## src/rtl/fetch_stage_pkg.sv

```systemverilog
// rtl/fetch_stage_pkg.sv - shared constants, field positions and fetch state encoding
package fetch_stage_pkg;

  localparam logic [31:0] NOP_INSTR        = 32'h0000_0000;
  localparam logic [31:0] RESET_PC_DEFAULT = 32'h0000_0000;

  localparam int OPCODE_MSB = 31;
  localparam int OPCODE_LSB = 26;
  localparam int FUNCT_MSB  = 5;
  localparam int FUNCT_LSB  = 0;

  typedef enum logic [1:0] {
    S_REQ  = 2'd0,
    S_WAIT = 2'd1,
    S_DROP = 2'd2
  } fetch_state_t;

endpackage

```

## src/rtl/fetch_skid_buffer.sv

```systemverilog
// rtl/fetch_skid_buffer.sv - one-entry instr+pc4 holding buffer used while decode is stalled
module fetch_skid_buffer #(
  parameter int PC_WIDTH = 32
) (
  input  logic                clk,
  input  logic                rst,
  input  logic                i_load,
  input  logic                i_drain,
  input  logic                i_flush,
  input  logic [31:0]         i_instr,
  input  logic [PC_WIDTH-1:0] i_pc4,
  output logic                o_valid,
  output logic [31:0]         o_instr,
  output logic [PC_WIDTH-1:0] o_pc4
);

  logic                r_valid;
  logic [31:0]         r_instr;
  logic [PC_WIDTH-1:0] r_pc4;

  // Flush wins over load so a redirect never leaves a stale word behind.
  always_ff @(posedge clk) begin
    if (!rst) begin
      r_valid <= 1'b0;
      r_instr <= '0;
      r_pc4   <= '0;
    end else if (i_flush) begin
      r_valid <= 1'b0;
    end else if (i_load) begin
      r_valid <= 1'b1;
      r_instr <= i_instr;
      r_pc4   <= i_pc4;
    end else if (i_drain) begin
      r_valid <= 1'b0;
    end
  end

  assign o_valid = r_valid;
  assign o_instr = r_instr;
  assign o_pc4   = r_pc4;

endmodule

```

## src/rtl/fetch_stage.sv

```systemverilog
// rtl/fetch_stage.sv - PC, single-outstanding imem fetch FSM and IF/ID register
// Optional FETCH_ALIGN_CHECK_EN: adds sticky addr_err and word-aligns redirect targets.
module fetch_stage
  import fetch_stage_pkg::*;
#(
  parameter int                  PC_WIDTH = 32,
  parameter logic [PC_WIDTH-1:0] RESET_PC = PC_WIDTH'(RESET_PC_DEFAULT)
) (
  input  logic                clk,
  input  logic                rst,
  input  logic                stall,
  input  logic                redirect_valid,
  input  logic [PC_WIDTH-1:0] redirect_pc,
  output logic                imem_req_valid,
  output logic [PC_WIDTH-1:0] imem_req_addr,
  input  logic                imem_req_ready,
  input  logic                imem_rsp_valid,
  input  logic [31:0]         imem_rsp_data,
  output logic                ifid_valid,
  output logic [31:0]         ifid_instr,
  output logic [5:0]          ifid_opcode,
  output logic [5:0]          ifid_funct,
  output logic [PC_WIDTH-1:0] ifid_pc4
`ifdef FETCH_ALIGN_CHECK_EN
  ,
  output logic                addr_err
`endif
);

  fetch_state_t        r_state;
  logic [PC_WIDTH-1:0] r_pc;
  logic [PC_WIDTH-1:0] r_tag;
  logic                r_ifid_valid;
  logic [31:0]         r_ifid_instr;
  logic [PC_WIDTH-1:0] r_ifid_pc4;

  logic                w_skid_valid;
  logic [31:0]         w_skid_instr;
  logic [PC_WIDTH-1:0] w_skid_pc4;
  logic                w_req_valid;
  logic                w_accept;
  logic                w_rsp_take;
  logic [PC_WIDTH-1:0] w_tag_pc4;
  logic [PC_WIDTH-1:0] w_redirect_target;

`ifdef FETCH_ALIGN_CHECK_EN
  logic r_addr_err;
  assign w_redirect_target = {redirect_pc[PC_WIDTH-1:2], 2'b00};

  always_ff @(posedge clk) begin
    if (!rst)
      r_addr_err <= 1'b0;
    else if (redirect_valid && (redirect_pc[1:0] != 2'b00))
      r_addr_err <= 1'b1;
  end

  assign addr_err = r_addr_err;
`else
  assign w_redirect_target = redirect_pc;
`endif

  // A full skid means decode still owes us a slot, so hold off new fetches.
  assign w_req_valid = rst && (r_state == S_REQ) && !w_skid_valid;
  assign w_accept    = w_req_valid && imem_req_ready;
  assign w_rsp_take  = (r_state == S_WAIT) && imem_rsp_valid;
  assign w_tag_pc4   = r_tag + PC_WIDTH'(4);

  fetch_skid_buffer #(.PC_WIDTH(PC_WIDTH)) u_skid (
    .clk     (clk),
    .rst     (rst),
    .i_load  (!redirect_valid && stall && w_rsp_take),
    .i_drain (!redirect_valid && !stall && w_skid_valid),
    .i_flush (redirect_valid),
    .i_instr (imem_rsp_data),
    .i_pc4   (w_tag_pc4),
    .o_valid (w_skid_valid),
    .o_instr (w_skid_instr),
    .o_pc4   (w_skid_pc4)
  );

  always_ff @(posedge clk) begin
    if (!rst) begin
      r_state      <= S_REQ;
      r_pc         <= RESET_PC;
      r_tag        <= '0;
      r_ifid_valid <= 1'b0;
      r_ifid_instr <= NOP_INSTR;
      r_ifid_pc4   <= '0;
    end else if (redirect_valid) begin
      r_pc         <= w_redirect_target;
      r_ifid_valid <= 1'b0;
      r_ifid_instr <= NOP_INSTR;
      // Anything in flight at the redirect belongs to the wrong path.
      case (r_state)
        S_REQ:   r_state <= w_accept ? S_DROP : S_REQ;
        S_WAIT:  r_state <= imem_rsp_valid ? S_REQ : S_DROP;
        S_DROP:  r_state <= imem_rsp_valid ? S_REQ : S_DROP;
        default: r_state <= S_REQ;
      endcase
    end else begin
      case (r_state)
        S_REQ: begin
          if (w_accept) begin
            r_tag   <= r_pc;
            r_pc    <= r_pc + PC_WIDTH'(4);
            r_state <= S_WAIT;
          end
        end
        S_WAIT:  if (imem_rsp_valid) r_state <= S_REQ;
        S_DROP:  if (imem_rsp_valid) r_state <= S_REQ;
        default: r_state <= S_REQ;
      endcase
      if (!stall) begin
        if (w_skid_valid) begin
          r_ifid_valid <= 1'b1;
          r_ifid_instr <= w_skid_instr;
          r_ifid_pc4   <= w_skid_pc4;
        end else if (w_rsp_take) begin
          r_ifid_valid <= 1'b1;
          r_ifid_instr <= imem_rsp_data;
          r_ifid_pc4   <= w_tag_pc4;
        end else begin
          r_ifid_valid <= 1'b0;
          r_ifid_instr <= NOP_INSTR;
        end
      end
    end
  end

  assign imem_req_valid = w_req_valid;
  assign imem_req_addr  = r_pc;
  assign ifid_valid     = r_ifid_valid;
  assign ifid_instr     = r_ifid_instr;
  assign ifid_opcode    = r_ifid_instr[OPCODE_MSB:OPCODE_LSB];
  assign ifid_funct     = r_ifid_instr[FUNCT_MSB:FUNCT_LSB];
  assign ifid_pc4       = r_ifid_pc4;

endmodule

```

## config.mk

```make
export PLATFORM = sky130hd
export DESIGN_NAME = fetch_stage
export DESIGN_NICKNAME = d
export VERILOG_FILES = /design/src/rtl/fetch_stage_pkg.sv /design/src/rtl/fetch_skid_buffer.sv /design/src/rtl/fetch_stage.sv
export SDC_FILE = /design/constraint.sdc
export NUM_CORES = 1
export LEC_CHECK = 0
export CAP_MARGIN = 20
export CORE_MARGIN = 4
export CORE_UTILIZATION = 40
export CTS_CLUSTER_SIZE = 12
export DETAILED_ROUTE_END_ITERATION = 8
export GPL_ROUTABILITY_DRIVEN = 1
export PLACE_DENSITY = 0.67
export SLEW_MARGIN = 20
export SYNTH_ARGS = -nofsm -noshare
export SYNTH_HDL_FRONTEND = slang
export SYNTH_HIERARCHICAL = 1
export SYNTH_SLANG_ARGS = --single-unit
```

## constraint.sdc

```tcl
create_clock -name clk -period 2.5 [get_ports clk]
set_input_delay 0.75 -clock clk [delete_from_list [all_inputs] [get_ports clk]]
set_output_delay 0.75 -clock clk [all_outputs]
set_load 0.005 [all_outputs]
```

==> impl_metrics.env, run 1 <==
export IMPL_power_w=0.006703
export IMPL_crit_path_end_kind="output port"
export IMPL_leakage_nw=4.041
export IMPL_grt_overflow=0
export IMPL_antenna_found_initial=0
export IMPL_ctsResizeCount=4
export IMPL_io_pins=180
export IMPL_nets=1308
export IMPL_hold_buffers=0
export IMPL_wl_um=24800
export IMPL_worst_setup_path_type="flip-flop to output port"
export IMPL_cts_sinks=196
export IMPL_ys_warnings_count=6
export IMPL_powerDensity_mw_per_mm2=565.6
export IMPL_nFillCells=2124
export IMPL_syn_avg_cell_area_sq_um=8.446
export IMPL_placed_area_sq_mm=0.01124
export IMPL_portBuffers=179
export IMPL_post_cts_setup_buffers=0
export IMPL_netlist_area_sq_mm=0.009283
export IMPL_timing_final_ws_setup_ns=0.2025
export IMPL_synth_edf_count=0
export IMPL_cts_root_buffer="clkbuf_16"
export IMPL_cp_required_ns=1.75
export IMPL_synth_top_area_share_pct=42.27
export IMPL_syn_inst=1099
export IMPL_pre_cts_ws_ns=-0.05869
export IMPL_critPathMaxFanout=8
export IMPL_dr_pass1_iters=5
export IMPL_ys_flop_type="dfxtp_1"
export IMPL_clk_latency_ns=0.43
export IMPL_start_util_pct=40.88
export IMPL_synth_seq_area_share_pct=42.27
export IMPL_antenna_cells=0
export IMPL_fmax_ghz=0.4353
export IMPL_vias_per_cell=5.350
export IMPL_cts_buffer_depth=2
export IMPL_fin_area_sq_mm=0.01185
export IMPL_ys_types=47
export IMPL_vias=8186
export IMPL_worstHoldPathType="flip-flop to flip-flop"
export IMPL_worst_pin_slew_ns=0.9394
export IMPL_syn_num_nets=1174
export IMPL_synth_area_leader_cell="dfxtp_1"
export IMPL_dp_hpwl_um=16790
export IMPL_rsz0062_at_grt="false"
export IMPL_slowest_stage="clkdlybuf4s50_1"
export IMPL_critPathMaxStageDelay_ns=0.59
export IMPL_fp_row_count=55
export IMPL_ir_drop_mv=0.4040
export IMPL_stdcell_count=1530
export IMPL_htree_levels=4
export IMPL_dieArea_sq_mm=0.02571
export IMPL_postSynth_asyncResetShare_pct=0
export IMPL_slew_violations=0
export IMPL_clk_pin_slew_ns=0.07
export IMPL_final_seq_area_sq_mm=0.003925
export IMPL_fin_crit_sh_pct=91.90
export IMPL_multiInputGateArea_sq_mm=0.004756
export IMPL_wl_per_cell_um=16.21
export IMPL_hold_worst_slack_ns=0.4547
export IMPL_crit_family="buffers and inverters"
export IMPL_outcome="complete, no violations"
export IMPL_hold_violations=0
export IMPL_maxSlewHeadroom_pct=37.37
export IMPL_cp_cell_sequence="clkdlybuf4s50_1"
export IMPL_fin_crit_ns=2.298
export IMPL_core_area_sq_mm=0.02271
export IMPL_gp_congestion=0.8750
export IMPL_synth_commonest_cells="237 x nand2_1, 196 x dfxtp_1, 75 x mux2i_1, 68 x a21oi_1, 50 x clkbuf_1"
export IMPL_ys_ff_latch=196
export IMPL_cp_start_kind="flip-flop"
export IMPL_numCtsBuffers=17
export IMPL_drv_cap=0
export IMPL_drive_gt1_share_pct=7.229
export IMPL_critical_path_arrival_ns=1.55
export IMPL_critPathBufInv=1
export IMPL_finalClockSkew_ns=0.01271
export IMPL_grt_max_degree=126
export IMPL_grt_first_pass_wirelength_um=39940
export IMPL_die_h_um=160.3
export IMPL_first_global_vias=7623
export IMPL_ant_nets=0
export IMPL_dr_first_iter_drc_count=553
export IMPL_synth_area_top_cells="dfxtp_1 42%, nand2_1 9.6%, mux2i_1 8.1%, a21oi_1 3.7%, a221oi_1 3.0%"
export IMPL_dp_cells=1499
export IMPL_drc=0
export IMPL_cts_tree="yes"
export IMPL_dieWidth_um=160.3
export IMPL_grt_total_usage_pct=18.73
export IMPL_syn_to_final_growth_pct=27.67
export IMPL_setup_violations=0
export IMPL_synthMostInstantiatedCell="nand2_1"
registers in the layout (all words and copies together) (netlist names):
signal,flops
u_skid/o_pc4,32
u_skid/o_valid,1
r_tag,32
r_state,2
imem_req_addr,32
ifid_instr,32
u_skid/o_instr,32
ifid_pc4,32
ifid_valid,1
stage by stage:
stage	setup TNS [ns]	utilization (%)
after floorplan	0	-
after global placement	0	49.48
after detailed placement	-1.022	49.48
after global routing	0	52.19
after CTS	0	52.19
final	0	52.19
power breakdown:
group	total, W	internal [W]	switching (W)
Combinational	0.000609	0.000326	0.000282
Sequential	0.00328	0.00319	0.0000906
Clock	0.00282	0.00161	0.00121
cells in the final DEF, fill, tap and decap left out, drive strengths merged, types with 10 or more instances in the layout:
master,synthesis,routed
and3,10,10
o21ai,26,26
buf,46,34
xor2,22,22
clkbuf,50,20
nand3,35,35
mux2i,75,75
dfxtp,196,196
nor4,16,16
nor2b,36,36
a221oi,32,32
xnor2,30,30
a31oi,11,11
nor2,45,45
a21oi,68,68
nand4,24,24
inv,18,21
nor3,49,49
and4,11,11
clkdlybuf4s50,0,176
nand2,237,237
kinds of logic after synthesis:
family                     Yosys count  synth area share [%]
buffers and inverters              114                 6.793
xor gates and xnor gates            52                 4.906
AOI/OAI and AO/OA                  175                 12.28
DFF                                196                 42.27
and+or+nand+nor                    482                 24.99
muxes                               75                 8.087
adders and majority gates            5                0.6739
area by class of cell:
class	count	share of cell area, %
inverters	18	0.5701
multi-input cells	789	40.13
clock inverters	11	1.277
well taps	285	3.009
clock buffers	20	3.769
repair buffers	211	18.13
flip-flops and latches	196	33.12
worst paths after layout:
kind,startpoint,to,slack (ns),cells past startpoint
max reg2reg,r_tag[5],u_skid/o_pc4[22],0.41,6
min,ifid_pc4[4],ifid_pc4[4],0.45,2
max,imem_req_addr[19],imem_req_addr[19],0.20,1
min reg2reg,ifid_pc4[4],ifid_pc4[4],0.45,2
per-layer routing:
metal | track usage, % | wire length [um] | vias up
met5 | 0 | 0 | -
met4 | 3.872 | 248 | 0
met3 | 4.260 | 1329 | 17
met2 | 31.79 | 12050 | 229
met1 | 24.59 | 11170 | 3857
li1 | - | - | 4083
No activity file was read; power rests on OpenSTA's default activity.
==> run 2, diff against run 1 <==
DONT_BUFFER_PORTS = 1   (was unset)
PLACE_DENSITY = 0.56   (was 0.67)
==> run 2 against run 1 <==
Effect of this change: register-to-register slack improved by 0.03 ns; final cell count decreased by 12%; clock skew decreased by 0.0033 ns; hold slack got worse by 0.0014 ns; die area unchanged; core utilization decreased by 8.4 points; fmax increased by 8.5%; largest cell class unchanged; critical endpoint is now imem_req_valid; critical path depth increased by 2; sequential share of layout area increased by 6.4 points; combinational power decreased by 50%; clock-buffer cell count unchanged; highest routed layer is now met5.
==> impl_metrics.env, run 2 (synthesized netlist as in run 1, its figures left out) <==
export IMPL_clk_pin_slew_ns=0.07
export IMPL_grt_overflow=0
export IMPL_ant_nets=0
export IMPL_dieArea_sq_mm=0.02571
export IMPL_core_area_sq_mm=0.02271
export IMPL_vias_per_cell=5.546
export IMPL_grt_max_degree=181
export IMPL_powerDensity_mw_per_mm2=631.7
export IMPL_mostFrequentLayoutCell="nand2_1"
export IMPL_drc=0
export IMPL_hold_violations=0
export IMPL_drv_cap=0
export IMPL_slew_violations=0
export IMPL_syn_to_final_growth_pct=7.063
export IMPL_leakage_nw=3.321
export IMPL_critical_path_arrival_ns=1.37
export IMPL_antenna_found_initial=1
export IMPL_worstHoldPathType="input pin to flip-flop"
export IMPL_hold_buffers=0
export IMPL_io_pins=180
export IMPL_cts_root_buffer="clkbuf_16"
export IMPL_finalClockSkew_ns=0.009419
export IMPL_rsz0062_at_grt="false"
export IMPL_numCtsBuffers=17
export IMPL_htree_levels=4
export IMPL_outcome="complete, no violations"
export IMPL_antenna_cells=0
export IMPL_cp_required_ns=1.75
export IMPL_portBuffers=0
export IMPL_dp_hpwl_um=16240
export IMPL_clk_latency_ns=0.43
export IMPL_first_global_vias=7096
export IMPL_crit_path_end_kind="output port"
export IMPL_drive_gt1_share_pct=7.895
export IMPL_wl_per_cell_um=18.05
export IMPL_cp_start_kind="flip-flop"
export IMPL_dieWidth_um=160.3
export IMPL_worst_pin_slew_ns=0.5931
export IMPL_fmax_ghz=0.4721
export IMPL_post_cts_setup_buffers=0
export IMPL_grt_first_pass_wirelength_um=39340
export IMPL_setup_violations=0
export IMPL_ctsResizeCount=0
export IMPL_ir_drop_mv=0.4006
export IMPL_layout_common_cells="237 x nand2_1, 195 x dfxtp_1, 75 x mux2i_1, 68 x a21oi_1, 48 x nor3_1"
export IMPL_critPathMaxFanout=5
export IMPL_cts_tree="yes"
export IMPL_die_h_um=160.3
export IMPL_cts_sinks=196
export IMPL_fin_crit_ns=2.118
export IMPL_nets=1126
export IMPL_wl_um=24350
export IMPL_grt_total_usage_pct=18.62
export IMPL_fin_crit_sh_pct=84.73
export IMPL_gp_congestion=0.8251
export IMPL_fin_setup_tns_ns=0
export IMPL_vias=7482
export IMPL_start_util_pct=40.88
export IMPL_r2r_setup_slack_ns=0.44
export IMPL_power_w=0.006278
export IMPL_worst_setup_path_type="flip-flop to output port"
export IMPL_dr_pass1_iters=6
export IMPL_cts_buffer_depth=2
export IMPL_maxSlewHeadroom_pct=60.46
export IMPL_dr_first_iter_drc_count=503
export IMPL_nFillCells=2291
export IMPL_fp_row_count=55
==> run 2: cell types whose count changed in the layout (fill, tap and decap cells not counted), moves of 2 or more <==
cell	previous run	this run
buf_12	10	5
inv_6	3	1
bufinv_16	3	1
clkinvlp_4	1	5
clkdlybuf4s50_1	176	0
inv_8	0	3
==> run 2: power by group <==
| part | switching, W | total [W] | internal, W |
|---|---|---|---|
| Sequential | 0.0000944 | 0.00328 | 0.00319 |
| Clock | 0.00127 | 0.00269 | 0.00143 |
| Combinational | 0.000171 | 0.000305 | 0.000135 |
| Total | 0.00153 | 0.00628 | 0.00475 |
==> run 2: worst paths after layout <==
check	startpoint	endpoint	cells past startpoint
worst max register to register	r_state[1]	imem_req_addr[20]	7
worst max-delay path	r_state[1]	imem_req_valid	3
worst min register to register	u_skid/o_pc4[6]	u_skid/o_pc4[6]	2
worst min-delay path	imem_rsp_data[8]	u_skid/o_instr[8]	2
==> run 2: cell type report <==
class                   count  area, sq um  area share, %
clock buffers              20        446.7          4.495
clock inverters            12        123.9          1.246
inverters                  18        67.56         0.6798
multi-input cells         789         4738          47.68
flip-flops and latches    196         3925          39.49
well taps                 285        356.6          3.588
repair buffers             29        280.3          2.820
==> run 2: worst max-delay path: stages, from the launching register on <==
cell and delay (ns):
dfxtp_1 0.31, inv_1 0.09, ha_1 0.24, nor3b_1 0.30
==> run 2: layer usage <==
layer | vias to the layer above | global-route usage, % | part of all wire, %
li1 | 3721 | - | -
met1 | 3537 | 24.03 | 44
met2 | 197 | 31.33 | 49
met3 | 25 | 4.362 | 5.6
met4 | 2 | 5.241 | 1.3
met5 | - | 0 | 0.049
==> run 2: metrics by stage <==
| step | std cells | hold slack (ns) | setup slack [ns] | instance area, sq um | util, % |
|---|---|---|---|---|---|
| global placement | 1317 | 0.4376 | 0.3108 | 9368 | 41.25 |
| global route | 1349 | 0.4422 | 0.2796 | 9938 | 43.76 |
| finish | 1349 | 0.4533 | 0.3817 | 9938 | 43.76 |
| CTS | 1349 | 0.4293 | 0.3127 | 9938 | 43.76 |
| floorplan | 1099 | 0.4296 | 0.09031 | 9283 | - |
| detailed placement | 1317 | 0.4433 | 0.3201 | 9368 | 41.25 |
==> edit (settings of run 1) <==
`PC_WIDTH` is set to 32 in 2 places; all go to 64.
--- a/src/rtl/fetch_skid_buffer.sv
+++ b/src/rtl/fetch_skid_buffer.sv
@@ -1,5 +1,5 @@
 // rtl/fetch_skid_buffer.sv - one-entry instr+pc4 holding buffer used while decode is stalled
 module fetch_skid_buffer #(
-  parameter int PC_WIDTH = 32
+  parameter int PC_WIDTH = 64
 ) (
   input  logic                clk,
--- a/src/rtl/fetch_stage.sv
+++ b/src/rtl/fetch_stage.sv
@@ -4,5 +4,5 @@
   import fetch_stage_pkg::*;
 #(
-  parameter int                  PC_WIDTH = 32,
+  parameter int                  PC_WIDTH = 64,
   parameter logic [PC_WIDTH-1:0] RESET_PC = PC_WIDTH'(RESET_PC_DEFAULT)
 ) (
Interface: changed (resized ifid_pc4, imem_req_addr and redirect_pc); port bits go from 180 to 276. No check against the original RTL was run, so the function may have changed too.
==> edit against run 1 <==
Worst setup slack lost 0.11 ns; count of clock-buffer cells in the layout grew 33; design area grew 76%; synthesized area grew 67%; routed wire length grew 93%; first-iteration DRC count grew 63%; total power grew 75%; critical path type unchanged; combinational power grew 57%; sequential cell count grew 128; critical endpoint is now imem_req_valid.
==> edit: results (changes against run 1) <==
[setup_path]
r2r-start=r_tag[24]$_SDFFE_PN0P_
crit_arrival_ns=1.66  ; +0.11 ns
cpPeakStageDelay_ns=0.37  ; -0.22 ns
critical_path.max_fanout=5  ; -3
crit_start=r_state[0]$_SDFFE_PN0P_
cp_slowest_cell=dfxtp_2

[global_route]
track_usage_pct=21.8  ; +3.1 points
grt_pass1_wl_mm=75.5  ; +89%
grt_pass1_vias=14200  ; +86%
grt_start_max_net_pins=150  ; +19%
antenna_found_initial=1  ; +1

[synth]
syn-num-nets=2057  ; +75%
synthDistinctLibCells=53  ; +13%
yosys-top-cells-area=dfxtp_1 (42%), nand2_1 (9.9%), mux2i_1 (7.0%), a21oi_1 (5.4%), nor2_1 (3.4%)
muxShareOfSynthArea_pct=6.99  ; -1.1 points
yosys.area_share.adder_pct=0.404  ; -0.27 points
yosysSeqAreaShare_pct=41.9  ; -0.34 points
yosys-top-cells-count=nand2_1 (407), dfxtp_1 (324), a21oi_1 (168)
synth_compound_area_share_pct=13.9  ; +1.6 points

[power]
peakVddDrop_v=0.000367  ; -9.0%
leakage_uw=0.00718  ; +78%

[min_path]
hp-class=flop to flop
min_from=ifid_pc4[5]$_SDFFE_PN0P_

[status]
status=finished, final reports clean

[placement]
post_dp_cell_area_um2=19600  ; +74%
io_buffers=275  ; +54%
place.gp.congestion=0.838  ; -4.2%
hpwl_mm=34.4  ; +100%

[clock_network]
cts_root_buf=clkbuf_16
cts_htree_levels=2  ; -2
clk-insertion-delay-late_ns=0.53  ; +0.10 ns
clock_tree.buffer_depth=3  ; +1
cts_buffers=37  ; +20

[timing]
max_slew_margin_pct=36.7  ; -0.63 points
fin_skew_ns=0.0128  ; +0.0000880 ns

[routing]
drt-initial-drc-count=900  ; +63%
wl_per_cell_um=17.1  ; +5.4%
vias_per_cell=5.32  ; -0.59%

[cells_and_area]
drive_above_1_share_pct=11.3  ; +4.1 points
nets=2376  ; +82%

edit: cell types whose count changed in the layout (fill, tap and decap cells not counted), sizes merged, moves of 33 or more:
cell | before | now
nand2 | 237 | 407
nand3 | 35 | 106
dfxtp | 196 | 324
mux2i | 75 | 108
clkdlybuf4s50 | 176 | 272
clkbuf | 20 | 54
o21ai | 26 | 74
buf | 34 | 155
a21oi | 68 | 168
nor2 | 45 | 142
edit: timing repair:
item	in CTS	in global routing
hold buffers	0	0
resized for setup	7	6
setup endpoints to repair	2	16
pin swaps	0	2
setup buffers	1	1
edit: stage by stage:
| step | setup WS (ns) | cells |
|---|---|---|
| after floorplan | -0.0326 | 1950 |
| after global placement | -0.496 | 2739 |
| after detailed placement | -0.582 | 2739 |
| after CTS | 0.0744 | 2803 |
| after global routing | 0.00756 | 2804 |
| final | 0.0881 | 2804 |
edit: cell type report:
type / instances / area (um2)
clock buffers: 53 / 1060
clock inverters: 10 / 135
fillers: 3548 / 17100
inverters: 34 / 130
multi-input cells: 1443 / 8230
flip-flops and latches: 324 / 6490
well taps: 511 / 639
repair buffers: 429 / 4170
edit: cells by family after synthesis:
| kind of cell | after synthesis |
|---|---|
| compound gates | 366 |
| simple gates | 859 |
| flops | 324 |
| buf+inv | 183 |
| xor+xnor | 105 |
| mux | 108 |
| fa+ha+maj | 5 |
edit: path summary, 6_finish.rpt:
kind / end / slack, ns
max: imem_req_valid / 0.09
max reg2reg: ifid_pc4[60]$_SDFFE_PN0P_ / 0.10
min: ifid_pc4[5]$_SDFFE_PN0P_ / 0.45
min reg2reg: ifid_pc4[5]$_SDFFE_PN0P_ / 0.45
edit: metal layers:
metal	up-vias	share of wire, %	wire (um)	GRT usage (%)
li1	7366	-	-	-
met1	7013	47	22700	31.1
met2	463	44	20800	33.8
met3	70	7.0	3340	4.51
met4	2	2.1	1020	5.46
met5	-	0.017	8	0
edit: worst min-delay path, stage by stage (launching register included):
cell	delay (ns)
dfxtp_1	0.30
nand2_1	0.05
a21oi_1	0.05
edit: power by group:
group	total, uW	leakage, uW	internal [uW]	switching (uW)
Clock	5400	0.000582	3250	2140
Combinational	959	0.00397	479	481
Sequential	5380	0.00263	5260	118
